### config.mk
export PLATFORM = sky130hd
export DESIGN_NAME = regfile_mp
export DESIGN_NICKNAME = d
export VERILOG_FILES = /design/src/rtl/regfile_pkg.sv /design/src/rtl/regfile_clr_seq.sv /design/src/rtl/regfile_mp.sv
export SDC_FILE = /design/constraint.sdc
export NUM_CORES = 2
export LEC_CHECK = 0
export BUFFER_PORTS_ARGS = -buffer_cell sky130_fd_sc_hd__buf_2
export CAP_MARGIN = 20
export CORE_ASPECT_RATIO = 1.75
export CORE_MARGIN = 3
export CORE_UTILIZATION = 48
export DETAILED_ROUTE_END_ITERATION = 7
export REMOVE_ABC_BUFFERS = 1
export SYNTH_ARGS = -nofsm -noshare
export SYNTH_HDL_FRONTEND = slang
export SYNTH_SLANG_ARGS = --single-unit
### constraint.sdc
create_clock -name reg_clock -period 91.9 [get_ports reg_clock]
set_clock_uncertainty 0.2 [all_clocks]
set_input_delay 13.785 -clock reg_clock [delete_from_list [all_inputs] [get_ports reg_clock]]
set_output_delay 13.785 -clock reg_clock [all_outputs]
set_load 0.05 [all_outputs]
### src/rtl/regfile_pkg.sv
// rtl/regfile_pkg.sv - shared types and constants for the multi-port register file
package regfile_pkg;

  typedef enum logic {
    RF_IDLE  = 1'b0,
    RF_CLEAR = 1'b1
  } rf_state_e;

  localparam int ZERO_ADDR = 0;

endpackage

### src/rtl/regfile_clr_seq.sv
// rtl/regfile_clr_seq.sv - soft-clear sequencer: walks every entry writing zero, flags dropped writes
module regfile_clr_seq
  import regfile_pkg::*;
#(
  parameter int ADDR_W = 5
) (
  input  logic              clk_i,
  input  logic              rst_i,
  input  logic              ena_i,
  input  logic              clr_req_i,
  input  logic              wr_req_i,
  output logic              busy_o,
  output logic              wr_drop_o,
  output logic              clr_we_o,
  output logic [ADDR_W-1:0] clr_addr_o
);

  rf_state_e         state_q, state_d;
  logic [ADDR_W-1:0] cnt_q, cnt_d;
  logic              drop_q, drop_d;

  always_ff @(posedge clk_i or posedge rst_i) begin
    if (rst_i) begin
      state_q <= RF_IDLE;
      cnt_q   <= '0;
      drop_q  <= 1'b0;
    end else begin
      state_q <= state_d;
      cnt_q   <= cnt_d;
      drop_q  <= drop_d;
    end
  end

  always_comb begin
    state_d = state_q;
    cnt_d   = cnt_q;
    drop_d  = 1'b0;
    if (ena_i) begin
      case (state_q)
        RF_IDLE: begin
          if (clr_req_i) begin
            state_d = RF_CLEAR;
            cnt_d   = '0;
          end
        end
        RF_CLEAR: begin
          drop_d = wr_req_i;
          // The all-ones count is the terminal edge; the increment wraps back to 0 here.
          cnt_d  = cnt_q + 1'b1;
          if (&cnt_q) state_d = RF_IDLE;
        end
        default: state_d = RF_IDLE;
      endcase
    end
  end

  assign busy_o     = (state_q == RF_CLEAR);
  assign wr_drop_o  = drop_q;
  assign clr_we_o   = (state_q == RF_CLEAR) && ena_i;
  assign clr_addr_o = cnt_q;

endmodule

### src/rtl/regfile_mp.sv
// rtl/regfile_mp.sv - multi-port register file: async reads with bypass, two prioritised write ports
module regfile_mp
  import regfile_pkg::*;
#(
  parameter int DATA_W   = 32,
  parameter int ADDR_W   = 5,
  parameter int NUM_RD   = 2,
  parameter int BYPASS   = 1,
  parameter int ZERO_REG = 1
) (
  input  logic                     reg_clock,
  input  logic                     rst,
  input  logic                     reg_ena,
  input  logic                     we0,
  input  logic [ADDR_W-1:0]        waddr0,
  input  logic [DATA_W-1:0]        wdata0,
  input  logic                     we1,
  input  logic [ADDR_W-1:0]        waddr1,
  input  logic [DATA_W-1:0]        wdata1,
  input  logic [NUM_RD*ADDR_W-1:0] raddr,
  output logic [NUM_RD*DATA_W-1:0] rdata,
  input  logic                     clr_req,
  output logic                     busy,
  output logic                     wr_drop
);

  localparam int DEPTH = 1 << ADDR_W;

  logic [DATA_W-1:0] mem_q [DEPTH];
  logic              clr_we;
  logic [ADDR_W-1:0] clr_addr;
  logic              wr_ok0, wr_ok1;

  regfile_clr_seq #(.ADDR_W(ADDR_W)) u_clr_seq (
    .clk_i      (reg_clock),
    .rst_i      (rst),
    .ena_i      (reg_ena),
    .clr_req_i  (clr_req),
    .wr_req_i   (we0 | we1),
    .busy_o     (busy),
    .wr_drop_o  (wr_drop),
    .clr_we_o   (clr_we),
    .clr_addr_o (clr_addr)
  );

  // An accepted write is one that will land at this edge; bypass keys off the same terms.
  assign wr_ok0 = reg_ena && we0 && !busy && !((ZERO_REG != 0) && (waddr0 == ADDR_W'(ZERO_ADDR)));
  assign wr_ok1 = reg_ena && we1 && !busy && !((ZERO_REG != 0) && (waddr1 == ADDR_W'(ZERO_ADDR)));

  always_ff @(posedge reg_clock or posedge rst) begin
    if (rst) begin
      for (int k = 0; k < DEPTH; k++) mem_q[k] <= '0;
    end else begin
      if (clr_we) mem_q[clr_addr] <= '0;
      if (wr_ok0) mem_q[waddr0] <= wdata0;
      if (wr_ok1) mem_q[waddr1] <= wdata1;
    end
  end

  for (genvar i = 0; i < NUM_RD; i++) begin : g_rd
    logic [ADDR_W-1:0] ra;
    logic [DATA_W-1:0] rd_val;

    assign ra = raddr[i*ADDR_W +: ADDR_W];

    always_comb begin
      rd_val = '0;
      if (reg_ena) begin
        if ((ZERO_REG != 0) && (ra == ADDR_W'(ZERO_ADDR))) rd_val = '0;
        else if ((BYPASS != 0) && wr_ok1 && (waddr1 == ra)) rd_val = wdata1;
        else if ((BYPASS != 0) && wr_ok0 && (waddr0 == ra)) rd_val = wdata0;
        else rd_val = mem_q[ra];
      end
    end

    assign rdata[i*DATA_W +: DATA_W] = rd_val;
  end

endmodule
* Yosys cells after proc, flatten, opt, wreduce, memory -nomap -nowiden
Cells that the tools add are included.
Word-level totals: register bits 1031, bits in latches 0, memory bits (writable) 0, memory bits (read-only) 0, bits of input ports 90, output and inout port bits 66, word-level logic and storage cells 113, memories 0
Cells by class: add/subtract/negate cells 1, $mul 0, divide/modulo/power cells 0, $lt $le $gt $ge 8, equal/unequal tests 5, shift-type cells 0, muxes and demuxes 32, bitwise gates (word level) 9, reductions and logical operators 23
Operators by type and width (count):
- $mux W1024 | 3
- $bwmux W1024 | 2
- $and A1024 B1024 Y1024 | 1
- $not A1024 Y1024 | 1
- $demux W32 S5 | 3
- $mux W32 | 15
- $bmux W32 S5 | 2
- $ge A6 B6 Y1 const B | 5
- $not A5 Y6 | 5
- $eq A5 B5 Y1 | 4
- $logic_not A5 Y1 | 4
- $lt A6 B1 Y1 const B | 3
- $logic_and A1 B1 Y1 | 14
- $pmux W5 S2 | 1
- $add A5 B1 Y5 const B | 1
- $mux W5 | 1
- $reduce_and A5 Y1 | 1
- $mux W1 | 4
- $logic_not A1 Y1 | 3
- $ne A2 B2 Y1 const B | 1
- $pmux W1 S2 | 1
- $reduce_and A2 Y1 | 1
- $not A1 Y1 | 1
- $or A1 B1 Y1 | 1

* Logic depth before layout (Yosys ltp)
depth after elaboration 12, gate-level depth with buffers 11, mapped depth without buffers 7

* Cells and area by module
From an unflattened synthesis, not the netlist that was laid out.
Second synthesis, totals: cells, all modules 7705, area, all modules 66724.0 sq um
By module, submodules not included:
- regfile_mp | times used 1, cells each 7677, area each 66396.2 sq um, seq. area each 25624.6 sq um
- regfile_clr_seq | times used 1, cells each 28, area each 327.8 sq um, seq. area each 175.2 sq um

* Worst setup path after synthesis
OpenSTA, ideal clock, no wires.
kind input port to output port, start input port waddr0[1], end output port rdata[30], data arrival time 16.101 ns, data required time 77.915 ns, setup slack 61.814 ns, stages 10, path buffers 4, path through buf_2 or2_1 buf_6 nor3_4 or4_1 or3b_1 buf_6 buf_6 a31o_1 o21ai_1
On the way: cells in the longest elaborated chain, start to end 8, elaborated cells on any way between the ends 9, classes of those cells eq/ne (1); mux (4); reduce/logical (4)
Ends and longest elaborated chain:
- start: declaration | RTL line regfile_mp.sv:15 | input logic [ADDR_W-1:0] waddr0,
- $logic_not A5 Y1 | RTL line regfile_mp.sv:47 | assign wr_ok0 = reg_ena && we0 && !busy && !((ZERO_REG != 0) && (waddr0 == ADDR_W'(ZERO_ADDR)));
- $logic_not A1 Y1 | RTL line regfile_mp.sv:47
- $logic_and A1 B1 Y1 | RTL line regfile_mp.sv:47
- $logic_and A1 B1 Y1 (*) | RTL line regfile_mp.sv:71 | else if ((BYPASS != 0) && wr_ok0 && (waddr0 == ra)) rd_val = wdata0;
- $mux W32 (*) | RTL line regfile_mp.sv:71
- $mux W32 (*) | RTL line regfile_mp.sv:70 | else if ((BYPASS != 0) && wr_ok1 && (waddr1 == ra)) rd_val = wdata1;
- $mux W32 (*) | RTL line regfile_mp.sv:69 | if ((ZERO_REG != 0) && (ra == ADDR_W'(ZERO_ADDR))) rd_val = '0;
- $mux W32 (*) | RTL line regfile_mp.sv:68 | if (reg_ena) begin
- end: declaration | RTL line regfile_mp.sv:21 | output logic [NUM_RD*DATA_W-1:0] rdata,
Mark *: on every way between the ends. The rest lies on a longest branch, timed or not.

* Worst setup path after layout
start input port raddr[5], end output port rdata[35]
On the way: cells in the longest elaborated chain, start to end 8, elaborated cells on any way between the ends 13, classes of those cells eq/ne (2); mux (7); bitwise (1); reduce/logical (3)
Ends and longest elaborated chain:
- start: declaration | RTL line regfile_mp.sv:20 | input logic [NUM_RD*ADDR_W-1:0] raddr,
- $not A5 Y6 (not written as such) | RTL line regfile_mp.sv:72 | else rd_val = mem_q[ra];
- $bmux W32 S5 | RTL line regfile_mp.sv:72
- $mux W32 (not written as such) (2 in a row) | RTL line regfile_mp.sv:72
- $mux W32 | RTL line regfile_mp.sv:71
- $mux W32 | RTL line regfile_mp.sv:70
- $mux W32 (*) | RTL line regfile_mp.sv:69
- $mux W32 (*) | RTL line regfile_mp.sv:68
Mark *: on every way between the ends. The rest lies on a longest branch, timed or not. The select of a mux whose other input is x is not followed.

==> flow_summary.html <==
<table>
<tr><th>Metric</th><th>Value</th></tr>
<tr><th colspan="2">Global route</th></tr>
<tr><td>Number of global-route vias before repair</td><td>around 66000</td></tr>
<tr><td>Total Routing Usage GR</td><td>between 40% and 50%</td></tr>
<tr><td>Largest net degree at the start of global routing</td><td>173</td></tr>
<tr><td>Initial antenna violation count</td><td>34</td></tr>
<tr><td>Wire length of the first global-routing pass</td><td>~470000 um</td></tr>
<tr><td>Overflow left after global routing</td><td>0</td></tr>
<tr><th colspan="2">Clocking</th></tr>
<tr><td>Post-CTS Setup Repair Bufs</td><td>0</td></tr>
<tr><td>Clock-pin slew of the registers on the worst-case setup and hold paths</td><td>about 0.060 ns</td></tr>
<tr><td>CTS tree</td><td>built</td></tr>
<tr><td>Number of H-tree levels</td><td>3</td></tr>
<tr><td>Buffer levels on the longest clock path</td><td>3</td></tr>
<tr><td>CTS-repair resized insts</td><td>0</td></tr>
<tr><td>Count of clock tree sinks</td><td>1031</td></tr>
<tr><td>Buffer type at the clock tree root</td><td>clkbuf_16</td></tr>
<tr><td>Num CTS Buffers</td><td>approximately 110</td></tr>
<tr><td>Cts hold-fix bufs</td><td>0</td></tr>
<tr><td>Worst-Skew Late Latency</td><td>a little under 0.8 ns</td></tr>
<tr><th colspan="2">Layout</th></tr>
<tr><td>Final Core Density</td><td>roughly 52%</td></tr>
<tr><td>Leading cell types in the layout, fill and taps excluded</td><td>1216 x nand2_1, 1031 x dfrtp_1, 673 x a21oi_1, 588 x nor2_1, 551 x and3_1</td></tr>
<tr><td>Layout Area Growth over Synthesis</td><td>6.96%</td></tr>
<tr><td>Fillcell total</td><td>about 13000</td></tr>
<tr><td>Most common library cell in the layout ignoring fill and taps</td><td>nand2_1</td></tr>
<tr><td>Fraction of final layout cells sized beyond drive strength 1</td><td>about 15%</td></tr>
<tr><td># nets final</td><td>roughly 7300</td></tr>
<tr><th colspan="2">Synthesis</th></tr>
<tr><td>Post-synth EDFFs</td><td>0</td></tr>
<tr><td>Share of the synthesized area in the top cell type</td><td>between 30% and 40%</td></tr>
<tr><td>Register bit total from synthesis</td><td>1031</td></tr>
<tr><td>Sequential cell area fraction in the yosys report</td><td>38.2%</td></tr>
<tr><td>Distinct cells, synth</td><td>60</td></tr>
<tr><td>Leading area contributor after synthesis</td><td>dfrtp_1</td></tr>
<tr><td>Post-Syn Instances</td><td>7726</td></tr>
<tr><td>Cell area after synthesis</td><td>~67000 um2</td></tr>
<tr><td>Cells taking the most area after synthesis</td><td>dfrtp_1 38%, mux4_2 14%, nand2_1 7.0%</td></tr>
<tr><td>Mean instance size in the synthesized netlist</td><td>8.73 um2</td></tr>
<tr><td>Count of yosys warnings during synthesis</td><td>0</td></tr>
<tr><td>Async SR Flop Fraction</td><td>100%</td></tr>
<tr><td>Prevailing post-synth register cell</td><td>dfrtp_1</td></tr>
<tr><th colspan="2">Min path</th></tr>
<tr><td>Hold_sp</td><td>mem_q[1007]</td></tr>
<tr><td>Tightest Hold Check Type</td><td>reg -&gt; reg</td></tr>
<tr><td>Hold Path Cell Cnt</td><td>1</td></tr>
<tr><td>Sink of the worst hold path</td><td>mem_q[1007]</td></tr>
<tr><th colspan="2">Power</th></tr>
<tr><td>Overall power</td><td>1.29 mW</td></tr>
<tr><td>Power density over the cells</td><td>about 18 nW/um2</td></tr>
<tr><td>Peak VDD IR</td><td>between 0.015 and 0.02 mV</td></tr>
<tr><td>Leakage power total</td><td>~32 nW</td></tr>
<tr><td>Switching power</td><td>420 uW</td></tr>
<tr><td>Net Sw Frac</td><td>around a third</td></tr>
<tr><td>Internal power of the cells</td><td>868 uW</td></tr>
<tr><td>Proportion of power drawn by flip-flops and latches</td><td>a little over two fifths</td></tr>
<tr><td>Relative contribution of combinational cells to total power</td><td>between 20% and 30%</td></tr>
<tr><td>Clock network fraction of total power</td><td>around a third</td></tr>
<tr><th colspan="2">STA</th></tr>
<tr><td>FMAX</td><td>roughly 30 MHz</td></tr>
<tr><td>Slew margin rel.</td><td>16.1%</td></tr>
<tr><td>Tmin final</td><td>32.53 ns</td></tr>
<tr><td>Share of the clock period used by the worst path</td><td>a little over a third</td></tr>
<tr><td>Slew at the pin closest to its max-slew limit</td><td>1.26 ns</td></tr>
<tr><td>Post-Route Hold Slack</td><td>just over 0.3 ns</td></tr>
<tr><td>Finish-stage setup viols</td><td>0</td></tr>
<tr><td>Final hold vios</td><td>0</td></tr>
<tr><td>Setup repair after global routing missed its margin</td><td>false</td></tr>
<tr><td>Final setup TNS</td><td>0 ns</td></tr>
<tr><td>Final worst setup slack</td><td>about 60 ns</td></tr>
<tr><td>Final Max Tran Viols</td><td>0</td></tr>
<tr><th colspan="2">Routing</th></tr>
<tr><td>Routed vias</td><td>67800</td></tr>
<tr><td>Number of remaining DRC errors</td><td>1</td></tr>
<tr><td>Number of DRC markers after the initial detailed-route iteration</td><td>10200</td></tr>
<tr><td>Final wirelength</td><td>roughly 330000 um</td></tr>
<tr><td>Number of routed nets with antenna violations</td><td>0</td></tr>
<tr><td>Average detailed-routed wire length per instance</td><td>about 36 um</td></tr>
<tr><td>Per-cell via count in the routed design</td><td>~7.4</td></tr>
<tr><td>Number of optimization iterations in the first detailed-route pass</td><td>8</td></tr>
<tr><th colspan="2">Placement</th></tr>
<tr><td>Worst Setup Slack post-DPL</td><td>a little under 60 ns</td></tr>
<tr><td>RePlAce Congestion</td><td>between 0.9 and 1</td></tr>
<tr><td>Detailed placement HPWL</td><td>roughly 190000 um</td></tr>
<tr><td>Count of buffers inserted at the top-level ports</td><td>about 160</td></tr>
<tr><th colspan="2">Worst setup path</th></tr>
<tr><td>List of cells traversed by the critical path</td><td>buf_8 &gt; buf_4 &gt; buf_4 &gt; buf_4 &gt; mux4_2 &gt; mux4_2 &gt; a32oi_1 &gt; o211ai_1 &gt; buf_2</td></tr>
<tr><td>Worst Path Required</td><td>77.92 ns</td></tr>
<tr><td>Crit path max fanout</td><td>45</td></tr>
<tr><td>Setup Crit Path Kind</td><td>in -&gt; out</td></tr>
<tr><td>Maximum cell stage delay along the critical path</td><td>approximately 0.8 ns</td></tr>
<tr><td>FF-to-FF setup slack</td><td>approximately 90 ns</td></tr>
<tr><td>Top delay family on crit path</td><td>buffers and inverters</td></tr>
<tr><td>Startpoint of the lowest-slack register-to-register path</td><td>u_clr_seq.busy_o</td></tr>
<tr><td>Register-to-Register Path Depth</td><td>7</td></tr>
<tr><td>Count of buffer and inverter cells on the critical path</td><td>5</td></tr>
<tr><td>Endpoint of the lowest-slack register-to-register path</td><td>mem_q[903]</td></tr>
<tr><td>Worst path slowest cell</td><td>buf_4</td></tr>
<tr><td>Worst endpoint data arrival time</td><td>18.55 ns</td></tr>
<tr><td>Endpoint kind of the worst setup timing path</td><td>primary output</td></tr>
<tr><td>Critical path's most frequent cell</td><td>buf_4</td></tr>
<tr><td>Crit path depth</td><td>9</td></tr>
<tr><td>Worst setup SP type</td><td>input port</td></tr>
<tr><th colspan="2">Floorplanning</th></tr>
<tr><td>Number of ports placed on the die boundary</td><td>156</td></tr>
<tr><td>Die outline height</td><td>502 um</td></tr>
<tr><td>Die area</td><td>145000 um2</td></tr>
<tr><td>Horiz. Die Dim</td><td>about 290 um</td></tr>
<tr><td>Core region area</td><td>139000 um2</td></tr>
<tr><td>Effective utilization at floorplan</td><td>48.4%</td></tr>
<tr><td>Number of standard-cell rows in the floorplan</td><td>roughly 180</td></tr>
<tr><th colspan="2">Job</th></tr>
<tr><td>Number of violations of the max-capacitance limit</td><td>0</td></tr>
<tr><th colspan="2">Outcome</th></tr>
<tr><td>Result of the run</td><td>complete, but fails checks</td></tr>
<tr><td>Violated checks</td><td>design-rule violations</td></tr>
</table>
[synthesized netlist by cell type (10+ instances only)]
master,instances
clkbuf_1,731
nor3b_1,35
o221ai_1,66
nor2b_1,37
o21ai_0,452
buf_1,56
a32oi_1,32
o22ai_1,127
buf_2,129
and3_1,551
a21oi_1,673
nand2_1,1256
buf_4,23
a31oi_1,450
a221o_1,31
xnor2_1,15
o211ai_1,32
nor2_1,601
nand2b_1,10
nor3_1,12
clkbuf_2,60
a311oi_2,29
dfrtp_1,1031
mux2i_1,260
nand3_1,490
and2_1,50
mux4_2,415
[power by group through the flow]
stage	registers (mW)	logic, mW	clock network, mW
floorplan	0.550	0.169	0
global placement	0.564	0.263	0
detailed placement	0.567	0.268	0
finish	0.561	0.278	0.449
CTS	0.559	0.269	0.447
global route	0.567	0.295	0.464
[worst max-delay path by stage]
stage / start / to / slack (ns)
after floorplan: rst / mem_q[0] / 48.90
after detailed placement: raddr[5] / rdata[52] / 59.41
after global placement: raddr[5] / rdata[43] / 59.44
after global routing: raddr[5] / rdata[52] / 59.10
final: raddr[5] / rdata[35] / 59.37
after CTS: raddr[5] / rdata[52] / 59.41
[state kept, by name, summed over array words and instances, names as in the netlist]
| signal | cells |
|---|---|
| mem_q | 1024 |
| u_clr_seq.wr_drop_o | 1 |
| u_clr_seq.clr_addr_o | 5 |
| u_clr_seq.busy_o | 1 |
[worst register-to-register path: stages (launching register included)]
cell and delay [ns]:
dfrtp_1 0.58, nand3b_2 0.52, nor4_2 0.59, nand2_1 0.90
buf_4 0.56, and3_1 0.24, a21oi_1 0.14, a21oi_1 0.09
[layout make-up]
cell class                      count  area, um2  share of cell area, %
Clock buffer                      156       3080                   4.27
Inverter                            6       30.0                 0.0416
Clock inverter                     32        322                  0.446
Multi-Input combinational cell   5683      37900                   52.5
Timing Repair Buffer              386       2680                   3.72
Tap cell                         1830       2290                   3.17
Antenna cell                       33       82.6                  0.114
Sequential cell                  1031      25800                   35.7
[through the flow]
step                instance area [um2]  cells
detailed placement                68600   8933
global placement                  68500   8928
CTS                               72000   9121
floorplan                         63300   6720
finish                            72200   9157
global route                      72100   9128
[cell families after synthesis]
| family | after synthesis | share of synthesized area, % |
|---|---|---|
| AND/OR/NAND/NOR | 3078 | 20.9 |
| XOR/XNOR | 20 | 0.260 |
| buffers and inverters | 1012 | 6.18 |
| AO/OA/AOI/OAI | 1905 | 16.6 |
| adder cells (fa/ha/maj) | 5 | 0.0927 |
| flip-flops | 1031 | 38.2 |
| multiplexers | 675 | 17.7 |
[layer usage]
metal / GRT usage [%] / up-vias / share of wire, % / wire length (um)
met5: 0.548 / - / 0.073 / 239
met4: 37.3 / 20 / 10 / 33200
met3: 16.3 / 2007 / 14 / 46100
met2: 65.7 / 6075 / 43 / 142000
met1: 52.6 / 32700 / 33 / 108000
li1: - / 26900 / - / -
Power figures use the tool's default switching activity.
